## config.mk

```make
export PLATFORM = sky130hd
export DESIGN_NAME = bias_add_0
export DESIGN_NICKNAME = d
export VERILOG_FILES = /design/src/rtl/bias_add_0.sv
export SDC_FILE = /design/constraint.sdc
export NUM_CORES = 1
export LEC_CHECK = 0
export CELL_PAD_IN_SITES_DETAIL_PLACEMENT = 0
export CELL_PAD_IN_SITES_GLOBAL_PLACEMENT = 1
export CORE_ASPECT_RATIO = 0.6
export CORE_MARGIN = 2
export CORE_UTILIZATION = 35
export CTS_BUF_LIST = sky130_fd_sc_hd__clkbuf_16
export CTS_CLUSTER_DIAMETER = 30
export CTS_CLUSTER_SIZE = 24
export DETAILED_ROUTE_END_ITERATION = 10
export PLACE_DENSITY_LB_ADDON = 0.1
export SLEW_MARGIN = 0
export SYNTH_ARGS = -nofsm -noshare
export SYNTH_HDL_FRONTEND = slang
export SYNTH_SLANG_ARGS = --single-unit
```

## constraint.sdc

```tcl
create_clock -name ap_clk -period 4.2 [get_ports ap_clk]
set_input_delay 0.42 -clock ap_clk [delete_from_list [all_inputs] [get_ports ap_clk]]
set_output_delay 0.42 -clock ap_clk [all_outputs]
set_load 0.005 [all_outputs]
```

## src/rtl/bias_add_0.sv

```systemverilog
// bias_add_0: per-channel bias adder for conv layer 0.
// Each frame it first drains NUM_CH bias words from the bias fifo into a local
// bank. It then adds the matching bias to each channel-interleaved accumulator
// sample and writes the saturated result downstream through a one-entry
// output register.
// Ports:
//   ap_clk, ap_rst                   clock and async active-high reset
//   bias_V_dout/_empty_n/_read       bias ap_fifo input (COEFF_W, signed)
//   acc_V_dout/_empty_n/_read        accumulator ap_fifo input (ACC_W, signed)
//   output_V_din/_full_n/_write      biased-sample ap_fifo output (ACC_W, signed)
//   frame_done                       high in the cycle the frame's last sample transfers
module bias_add_0 #(
   parameter int unsigned NUM_CH    = 16,
   parameter int unsigned COEFF_W   = 16,
   parameter int unsigned ACC_W     = 32,
   parameter int unsigned FRAME_PIX = 1024
) (
   input  logic               ap_clk,
   input  logic               ap_rst,
   input  logic [COEFF_W-1:0] bias_V_dout,
   input  logic               bias_V_empty_n,
   output logic               bias_V_read,
   input  logic [ACC_W-1:0]   acc_V_dout,
   input  logic               acc_V_empty_n,
   output logic               acc_V_read,
   output logic [ACC_W-1:0]   output_V_din,
   input  logic               output_V_full_n,
   output logic               output_V_write,
   output logic               frame_done
);

   localparam int unsigned CH_W  = (NUM_CH > 1) ? $clog2(NUM_CH) : 1;
   localparam int unsigned PIX_W = (FRAME_PIX > 1) ? $clog2(FRAME_PIX) : 1;
   localparam int unsigned EXT_W = ACC_W + 1 - COEFF_W;

   typedef enum logic {
      LOAD = 1'b0,
      RUN  = 1'b1
   } state_t;

   state_t state, state_next;

   logic [CH_W-1:0]    ld_idx;
   logic [CH_W-1:0]    ch;
   logic [PIX_W-1:0]   pix;
   logic [COEFF_W-1:0] bias_reg [NUM_CH];

   logic [ACC_W-1:0]   out_reg;
   logic               out_valid;
   logic               out_last;

   logic               bias_take;
   logic               acc_take;
   logic               out_xfer;
   logic               ld_last;
   logic               ch_last;
   logic               pix_last;
   logic [COEFF_W-1:0] bias_sel;
   logic [ACC_W:0]     sum;
   logic [ACC_W-1:0]   sat_val;

   assign ld_last  = (ld_idx == CH_W'(NUM_CH - 1));
   assign ch_last  = (ch == CH_W'(NUM_CH - 1));
   assign pix_last = (pix == PIX_W'(FRAME_PIX - 1));

   assign bias_take = bias_V_read && bias_V_empty_n;
   assign acc_take  = acc_V_read && acc_V_empty_n;
   assign out_xfer  = out_valid && output_V_full_n;

   // State register
   always_ff @(posedge ap_clk or posedge ap_rst) begin
      if (ap_rst) state <= LOAD;
      else        state <= state_next;
   end

   // Next-state logic
   always_comb begin
      state_next = state;
      case (state)
         LOAD: if (bias_take && ld_last) state_next = RUN;
         RUN:  if (acc_take && ch_last && pix_last) state_next = LOAD;
         default: state_next = LOAD;
      endcase
   end

   // FSM outputs: fifo pops; reads are held off while reset is asserted.
   // A new sample is accepted only when the output register is free or draining.
   always_comb begin
      bias_V_read = 1'b0;
      acc_V_read  = 1'b0;
      case (state)
         LOAD: bias_V_read = bias_V_empty_n && !ap_rst;
         RUN:  acc_V_read  = acc_V_empty_n && (!out_valid || output_V_full_n) && !ap_rst;
         default: ;
      endcase
   end

   // Load index, channel and pixel counters; each wraps so the next phase starts at 0
   always_ff @(posedge ap_clk or posedge ap_rst) begin
      if (ap_rst) begin
         ld_idx <= '0;
         ch     <= '0;
         pix    <= '0;
      end else begin
         if (bias_take) ld_idx <= ld_last ? '0 : ld_idx + CH_W'(1);
         if (acc_take) begin
            ch <= ch_last ? '0 : ch + CH_W'(1);
            if (ch_last) pix <= pix_last ? '0 : pix + PIX_W'(1);
         end
      end
   end

   // Bias bank: contents are reloaded every frame, so no reset is needed
   always_ff @(posedge ap_clk) begin
      if (bias_take) bias_reg[ld_idx] <= bias_V_dout;
   end

   // Sign-extended add in ACC_W+1 bits, then clamp to the signed ACC_W range
   always_comb begin
      bias_sel = bias_reg[ch];
      sum      = {acc_V_dout[ACC_W-1], acc_V_dout} + {{EXT_W{bias_sel[COEFF_W-1]}}, bias_sel};
      sat_val  = sum[ACC_W-1:0];
      if (sum[ACC_W] != sum[ACC_W-1])
         sat_val = sum[ACC_W] ? {1'b1, {(ACC_W-1){1'b0}}} : {1'b0, {(ACC_W-1){1'b1}}};
   end

   // Output register: drains independently of the FSM state; a new load wins over a drain
   always_ff @(posedge ap_clk or posedge ap_rst) begin
      if (ap_rst) begin
         out_reg   <= '0;
         out_valid <= 1'b0;
         out_last  <= 1'b0;
      end else if (acc_take) begin
         out_reg   <= sat_val;
         out_valid <= 1'b1;
         out_last  <= ch_last && pix_last;
      end else if (out_xfer) begin
         out_valid <= 1'b0;
         out_last  <= 1'b0;
      end
   end

   assign output_V_din   = out_reg;
   assign output_V_write = out_valid;
   // Aligned with the downstream transfer of the frame-last sample
   assign frame_done     = out_valid && out_last && output_V_full_n;

endmodule

```

==> insert_results.sql, run 1 <==
INSERT INTO impl_metrics (metric_group, metric, value, unit) VALUES
('clock_network', 'cts_hold_buf', '0', ''),
('synth', 'postSynthAreaPerCell', '16.0', 'µm²'),
('synth', 'synth_common_cells', 'sky130_fd_sc_hd__edfxtp_1 (256), sky130_fd_sc_hd__mux4_2 (80), sky130_fd_sc_hd__nand2_1 (77)', ''),
('final_layout', 'area_delta_synth_final', '38.0', '%'),
('sta', 'timing.final.crit_share', '103', '%'),
('critical_path', 'critical-path-top-delay-family', 'multiplexers', ''),
('grt', 'antenna_found_initial', '0', ''),
('detailed_routing', 'vias', '8769', ''),
('critical_path', 'rrSetupSlack', '-130', 'ps'),
('place', 'dp_worst_setup_slack', '-475', 'ps'),
('synth', 'combinational_family_with_the_most_area_after_synthesis', 'multiplexers', ''),
('synth', 'synth_simple_gate_area_share', '5.65', '%'),
('sta', 'worst_hold_slack', '241', 'ps'),
('synth', 'synth.net_count', '967', ''),
('synth', 'ys.flop_type', 'sky130_fd_sc_hd__edfxtp_1', ''),
('clock_network', 'cts_sinks', '309', ''),
('detailed_routing', 'drt-pass1-iter-count', '5', ''),
('critical_path', 'worst_path_cell_trace', 'buf_12 > buf_12 > buf_16 > mux4_2 > mux4_2 > ha_4 > o211ai_4 > o211ai_4 > a21oi_2 > o31a_1 > nor3_4 > a31o_4 > xnor2_4 > maj3_2 > mux2_4', ''),
('pwr', 'report.power.total', '16.8', 'mW'),
('sta', 'max_freq', '231', 'MHz'),
('final_layout', 'ff_latch_area', '9020', 'µm²'),
('place', 'hpwlAfterDp', '25.5', 'mm'),
('sta', 'grt_setup_unrepaired', 'yes', ''),
('floorplanning', 'floorplan.initialDensity', '35.6', '%'),
('critical_path', 'crit_path_start_kind', 'flip-flop', ''),
('status', 'status', 'finished with violations', ''),
('final_layout', 'multiInputGateArea', '5300', 'µm²'),
('critical_path', 'critPathRequiredTime', '4630', 'ps'),
('detailed_routing', 'post-route-drc-count', '0', ''),
('detailed_routing', 'drt-vias-per-instance', '5.12', ''),
('sta', 'layout_setup_ws', '-130', 'ps'),
('synth', 'yosys-top-cells-area', 'sky130_fd_sc_hd__edfxtp_1 (55%), sky130_fd_sc_hd__mux4_2 (13%), sky130_fd_sc_hd__dfrtp_1 (9.5%), sky130_fd_sc_hd__ha_1 (3.4%), sky130_fd_sc_hd__nand2_1 (2.1%)', ''),
('place', 'placed_cell_area', '16800', 'µm²'),
('place', 'gp_routability_congestion', '0.797', ''),
('clock_network', 'clk_pin_slew', '50', 'ps'),
('final_layout', 'final_nets', '1244', ''),
('floorplanning', 'design.die.area', '41600', 'µm²'),
('pwr', 'power.density_cell_area', '871', 'nW/µm²'),
('clock_network', 'root_buffer_selected_by_cts', 'sky130_fd_sc_hd__clkbuf_16', ''),
('synth', 'post-synth-top-area-cell', 'sky130_fd_sc_hd__edfxtp_1', ''),
('sta', 'worst_margin_slew', '712', 'ps'),
('floorplanning', 'placement_rows', '56', ''),
('synth', 'synth_enable_flop_cells', '256', ''),
('pwr', 'max-vdd-ir-drop', '0.399', 'mV'),
('final_layout', 'diodes', '0', ''),
('floorplanning', 'chipHeight', '159', 'µm'),
('sta', 'maxSlewHeadroom', '52.1', '%'),
('clock_network', 'clkLatencyLatePin', '570', 'ps'),
('final_layout', 'fillers', '3356', ''),
('final_layout', 'finalInstanceArea', '19300', 'µm²'),
('synth', 'post_synth_xor_area_fraction', '2.63', '%'),
('synth', 'synthesis.yosys.warnings', '0', ''),
('sta', 'period_needed', '4330', 'ps'),
('final_layout', 'ratio_of_cells_with_drive_above_1_in_the_final_layout', '37.9', '%'),
('sta', 'setup_viol_count_final', '29', ''),
('status', 'failed_checks', 'setup timing', ''),
('pwr', 'power.leakage', '6.97', 'nW'),
('clock_network', 'clockBufferDepth', '3', ''),
('detailed_routing', 'drt-wirelength-per-cell', '23.0', 'µm'),
('critical_path', 'end_kind', 'flip-flop', ''),
('place', 'io_buffers', '88', ''),
('clock_network', 'cts_tree', 'done', ''),
('synth', 'synth-async-reset-ratio', '17.2', '%'),
('floorplanning', 'design.core.area', '39200', 'µm²'),
('synth', 'post-synth-top-area-fraction', '55.0', '%'),
('critical_path', 'crit_buf_inv', '3', ''),
('clock_network', 'ctsHtreeMaxLevel', '2', ''),
('synth', 'synth-seq-area-share', '64.5', '%'),
('worst_hold_path', 'holdCritPathClass', 'input port to async pin', ''),
('flow_run', 'maxCapViolations', '0', ''),
('grt', 'grtUsageTotal', '19.5', '%');
==> power breakdown <==
group / switching (mW) / leakage, nW / total (mW) / internal, mW
clock network: 1.54 / 0.836 / 4.19 / 2.64
registers: 0.112 / 2.96 / 3.62 / 3.51
logic: 4.29 / 3.18 / 9.01 / 4.72
==> tightest hold or removal path: stages <==
cell,delay (ps)
sky130_fd_sc_hd__clkdlybuf4s50_1,420
sky130_fd_sc_hd__inv_2,70
sky130_fd_sc_hd__buf_4,250
==> stage by stage <==
step / setup TNS, ps / instances / util (%)
after floorplan: 0 / 875 / -
after global routing: -5800 / 1713 / 49.2
after global placement: -12670 / 1603 / 42.7
after detailed placement: -13140 / 1603 / 42.7
after CTS: -1180 / 1713 / 48.9
final: -1640 / 1713 / 49.2
==> per-layer routing <==
layer	up-vias	wire [µm]	GRT usage [%]
met4	0	473	3.57
met2	240	15800	25.4
met3	43	2410	3.90
li1	4038	-	-
met1	4448	20800	32.8
met5	-	0	0
==> cell families after synthesis <==
| family | after synthesis |
|---|---|
| mux | 81 |
| simple gates | 166 |
| fa+ha+maj | 58 |
| compound gates | 169 |
| flops | 309 |
| xor+xnor | 39 |
| buf+inv | 53 |
==> final cells by class <==
cell class / instances / share of cell area [%]
well taps: 522 / 3.39
inverters: 14 / 0.272
multi-input cells: 513 / 27.5
flip-flops and latches: 309 / 46.7
clock inverters: 39 / 2.42
clock buffers: 50 / 6.49
repair buffers: 266 / 13.2
==> cells in the final DEF, fill, tap and decap left out, types with 16 or more instances in the layout <==
cell type and instances:
sky130_fd_sc_hd__a21oi_1 34, sky130_fd_sc_hd__buf_4 145, sky130_fd_sc_hd__clkbuf_16 50, sky130_fd_sc_hd__clkdlybuf4s50_1 88, sky130_fd_sc_hd__dfrtp_1 51, sky130_fd_sc_hd__edfxtp_1 256, sky130_fd_sc_hd__ha_1 19, sky130_fd_sc_hd__ha_4 16
sky130_fd_sc_hd__maj3_2 16, sky130_fd_sc_hd__mux4_2 80, sky130_fd_sc_hd__nand2_1 71, sky130_fd_sc_hd__nor2_1 26, sky130_fd_sc_hd__o21ai_0 31, sky130_fd_sc_hd__o21ai_1 17, sky130_fd_sc_hd__xnor2_1 23
==> worst paths after layout <==
| check | start | depth (start not counted) | endpoint |
|---|---|---|---|
| max | ch[0] | 15 | output_V_din[9] |
| max in group asynchronous | ap_rst | 3 | ch[0] |
| min in group ap_clk | output_V_din[17] | 2 | output_V_din[17] |
| min reg2reg | output_V_din[17] | 2 | output_V_din[17] |
| min | ap_rst | 3 | output_V_write |
| max reg2reg | ch[0] | 15 | output_V_din[9] |
==> what timing repair did <==
item / CTS / global route
buffers inserted: 22 / 1
cloned: 3 / 0
pin swaps: 34 / 17
endpoints found under the setup margin: 32 / 32
gates resized for setup: 102 / 21
(Power assumes the default switching activity.)
==> run 2, diff against run 1 <==
--- a/config.mk
+++ b/config.mk
@@ -11,9 +11,9 @@
 export CORE_MARGIN = 2
 export CORE_UTILIZATION = 35
 export CTS_BUF_LIST = sky130_fd_sc_hd__clkbuf_16
-export CTS_CLUSTER_DIAMETER = 30
 export CTS_CLUSTER_SIZE = 24
 export DETAILED_ROUTE_END_ITERATION = 10
+export GPL_TIMING_DRIVEN = 0
 export PLACE_DENSITY_LB_ADDON = 0.1
 export SLEW_MARGIN = 0
 export SYNTH_ARGS = -nofsm -noshare
==> run 2 against run 1 <==
Compared with the run above: the flow still finishes with violations (setup timing); critical path depth grew 3; maximum frequency down 4.0%; core utilization fell by 3.3 points; final area is 6.8% lower; first-iteration DRC count rose by 13%; sequential power barely moved; total power decreased by 9.4%; register-to-register slack worse by 180 ps; sequential cell count did not move; routed wire length is 1.0% higher; cell count fell by 6.9%; critical endpoint is now output_V_din[29]; highest routed layer unchanged.
==> insert_results.sql, run 2 (synthesis gave the netlist of run 1 again) <==
INSERT INTO impl_metrics (metric_group, metric, value, unit) VALUES
('status', 'status', 'finished with violations', ''),
('status', 'failed_checks', 'setup timing', ''),
('sta', 'max_freq', '222', 'MHz'),
('critical_path', 'end_kind', 'flip-flop', ''),
('detailed_routing', 'drt_iter0_markers', '792', ''),
('detailed_routing', 'met2WireLength', '15.9', 'mm'),
('final_layout', 'ratio_of_cells_with_drive_above_1_in_the_final_layout', '30.7', '%'),
('clock_network', 'ctsHtreeMaxLevel', '1', ''),
('critical_path', 'crit_fanout', '10', ''),
('floorplanning', 'chipHeight', '159', 'µm'),
('place', 'placed_cell_area', '15800', 'µm²'),
('sta', 'layout_setup_ws', '-309', 'ps'),
('detailed_routing', 'routedLengthMet1', '21.0', 'mm'),
('floorplanning', 'num_io_pins', '89', ''),
('grt', 'global_route.overflow_total', '0', ''),
('sta', 'period_needed', '4510', 'ps'),
('critical_path', 'worstReg2RegStart', 'ch[1]', ''),
('place', 'gp_routability_congestion', '0.808', ''),
('grt', 'antenna_found_initial', '0', ''),
('clock_network', 'clockBufferDepth', '3', ''),
('critical_path', 'path_class', 'flip-flop to flip-flop', ''),
('sta', 'finalHoldViolCount', '0', ''),
('sta', 'timing.final.crit_share', '107', '%'),
('pwr', 'report.power.total', '15.2', 'mW'),
('flow_run', 'maxCapViolations', '0', ''),
('final_layout', 'layout.cells.most_common', 'sky130_fd_sc_hd__edfxtp_1', ''),
('critical_path', 'critPathRequiredTime', '4690', 'ps'),
('critical_path', 'cp.arrival', '5000', 'ps'),
('sta', 'worst_margin_slew', '1270', 'ps'),
('critical_path', 'rrSetupSlack', '-310', 'ps'),
('detailed_routing', 'drt-wirelength-per-cell', '25.0', 'µm'),
('clock_network', 'clkLatencyLatePin', '570', 'ps'),
('clock_network', 'cts_tree', 'done', ''),
('floorplanning', 'design.die.area', '41600', 'µm²'),
('pwr', 'power.leakage', '6.17', 'nW'),
('final_layout', 'final_cell_mix', 'sky130_fd_sc_hd__edfxtp_1 (256), sky130_fd_sc_hd__clkdlybuf4s50_1 (88), sky130_fd_sc_hd__mux4_2 (80), sky130_fd_sc_hd__nand2_1 (74), sky130_fd_sc_hd__dfrtp_1 (53)', ''),
('sta', 'timing.clock.skew', '16.0', 'ps'),
('clock_network', 'cts_sinks', '309', ''),
('grt', 'grtUsageTotal', '19.2', '%'),
('floorplanning', 'floorplan.initialDensity', '35.6', '%'),
('sta', 'worst_hold_slack', '188', 'ps'),
('place', 'hpwlAfterDp', '26.8', 'mm'),
('clock_network', 'root_buffer_selected_by_cts', 'sky130_fd_sc_hd__clkbuf_16', ''),
('floorplanning', 'placement_rows', '56', ''),
('sta', 'setup_viol_count_final', '32', ''),
('clock_network', 'clk_pin_slew', '70', 'ps'),
('critical_path', 'worst_path_most_repeated_cell', 'sky130_fd_sc_hd__buf_12', ''),
('critical_path', 'cpMaxStageDelayCell', 'sky130_fd_sc_hd__mux4_2', ''),
('floorplanning', 'die_width', '262', 'µm'),
('critical_path', 'ff2ff_path_depth', '18', ''),
('detailed_routing', 'post-route-drc-count', '0', ''),
('critical_path', 'worst_path_cell_trace', 'clkbuf_2 > mux4_2 > mux4_2 > buf_12 > buf_8 > ha_4 > a21oi_4 > o21ai_4 > nor4_2 > o31a_1 > nor3_4 > a31o_4 > buf_12 > xnor2_4 > buf_6 > buf_12 > a21oi_2 > o21ai_1', ''),
('sta', 'grt_setup_unrepaired', 'yes', ''),
('detailed_routing', 'drt-total-wl', '39.8', 'mm'),
('final_layout', 'area_delta_synth_final', '28.6', '%'),
('detailed_routing', 'drt-vias-per-instance', '5.37', ''),
('sta', 'total_count_of_max_transition_violations_in_the_final_report', '0', ''),
('place', 'io_buffers', '88', ''),
('floorplanning', 'design.core.area', '39200', 'µm²'),
('critical_path', 'r2r-end', 'output_V_din[29]', ''),
('detailed_routing', 'ant_nets', '0', ''),
('detailed_routing', 'vias', '8558', ''),
('worst_hold_path', 'holdCritPathClass', 'input port to async pin', ''),
('critical_path', 'crit_path_start_kind', 'flip-flop', ''),
('sta', 'finalSetupTns', '-7830', 'ps'),
('grt', 'grt_max_degree', '36', ''),
('final_layout', 'finalInstanceArea', '18000', 'µm²'),
('critical_path', 'cpPeakStageDelay', '510', 'ps'),
('final_layout', 'final_nets', '1140', ''),
('grt', 'grt_first_pass_wirelength', '58.1', 'mm'),
('sta', 'maxSlewHeadroom', '15.5', '%'),
('clock_network', 'cts_buffers', '30', ''),
('detailed_routing', 'dr_wl_met3', '2.39', 'mm'),
('grt', 'first_global_vias', '8401', ''),
('pwr', 'max-vdd-ir-drop', '0.480', 'mV'),
('final_layout', 'largest_register_ffs', '256', ''),
('detailed_routing', 'drt-pass1-iter-count', '5', ''),
('pwr', 'power.density_cell_area', '847', 'nW/µm²'),
('detailed_routing', 'top_signal_layer_used', 'met4', '');
==> run 2: repair_timing <==
action,CTS,global route
hold buffers,0,0
resized for setup,143,34
pin swaps,38,14
endpoints found under the hold margin,0,0
cloned,2,1
endpoints found under the setup margin,32,32
setup buffers,31,17
==> run 2: worst max-delay path, delay by kind of cell, from the launching register on <==
kind,cells,cell delay (ps)
simple gates,2,330
xor+xnor,1,320
flops,1,460
compound gates,6,990
mux,2,920
buf+inv,6,1140
fa+ha+maj,1,230
==> run 2: metrics by stage <==
step / cells / worst slack, ps / util [%]
3_5_place_dp: 1493 / -1370 / 40.2
3_3_place_gp: 1485 / -2580 / 39.8
4_1_cts: 1576 / -270 / 45.0
5_1_grt: 1594 / -434 / 45.8
6_report: 1595 / -309 / 45.8
2_1_floorplan: 875 / 10.4 / -
==> run 2: power by group <==
group,switching (mW),total (mW),internal (mW)
clock network,1.21,2.73,1.53
registers,0.140,3.64,3.50
logic,4.47,8.86,4.39
==> run 2: area by class of cell <==
cell class | count | area (µm²)
Timing Repair Buffer | 146 | 1530
Fill cell | 3449 | 21300
Inverter | 14 | 52.6
Sequential cell | 309 | 9010
Antenna cell | 1 | 2.50
Multi-Input combinational cell | 513 | 5400
Tap cell | 522 | 653
Buffer | 34 | 342
Clock buffer | 31 | 776
Clock inverter | 25 | 209
==> run 2: worst max path at each step <==
stage	start	to	slack, ps
2_1_floorplan	ch[0]	output_V_din[9]	10
3_3_place_gp	ap_rst	bias_reg[7][6]	-2580
3_5_place_dp	ch[1]	output_V_din[24]	-1370
4_1_cts	ch[0]	output_V_din[9]	-270
5_1_grt	ch[0]	output_V_din[23]	-430
6_report	ch[1]	output_V_din[29]	-310
==> run 2: layer usage <==
metal	vias to the layer above	track usage [%]
met3	43	3.54
met4	0	2.90
met1	4447	32.8
met2	252	25.1
met5	-	0
li1	3816	-
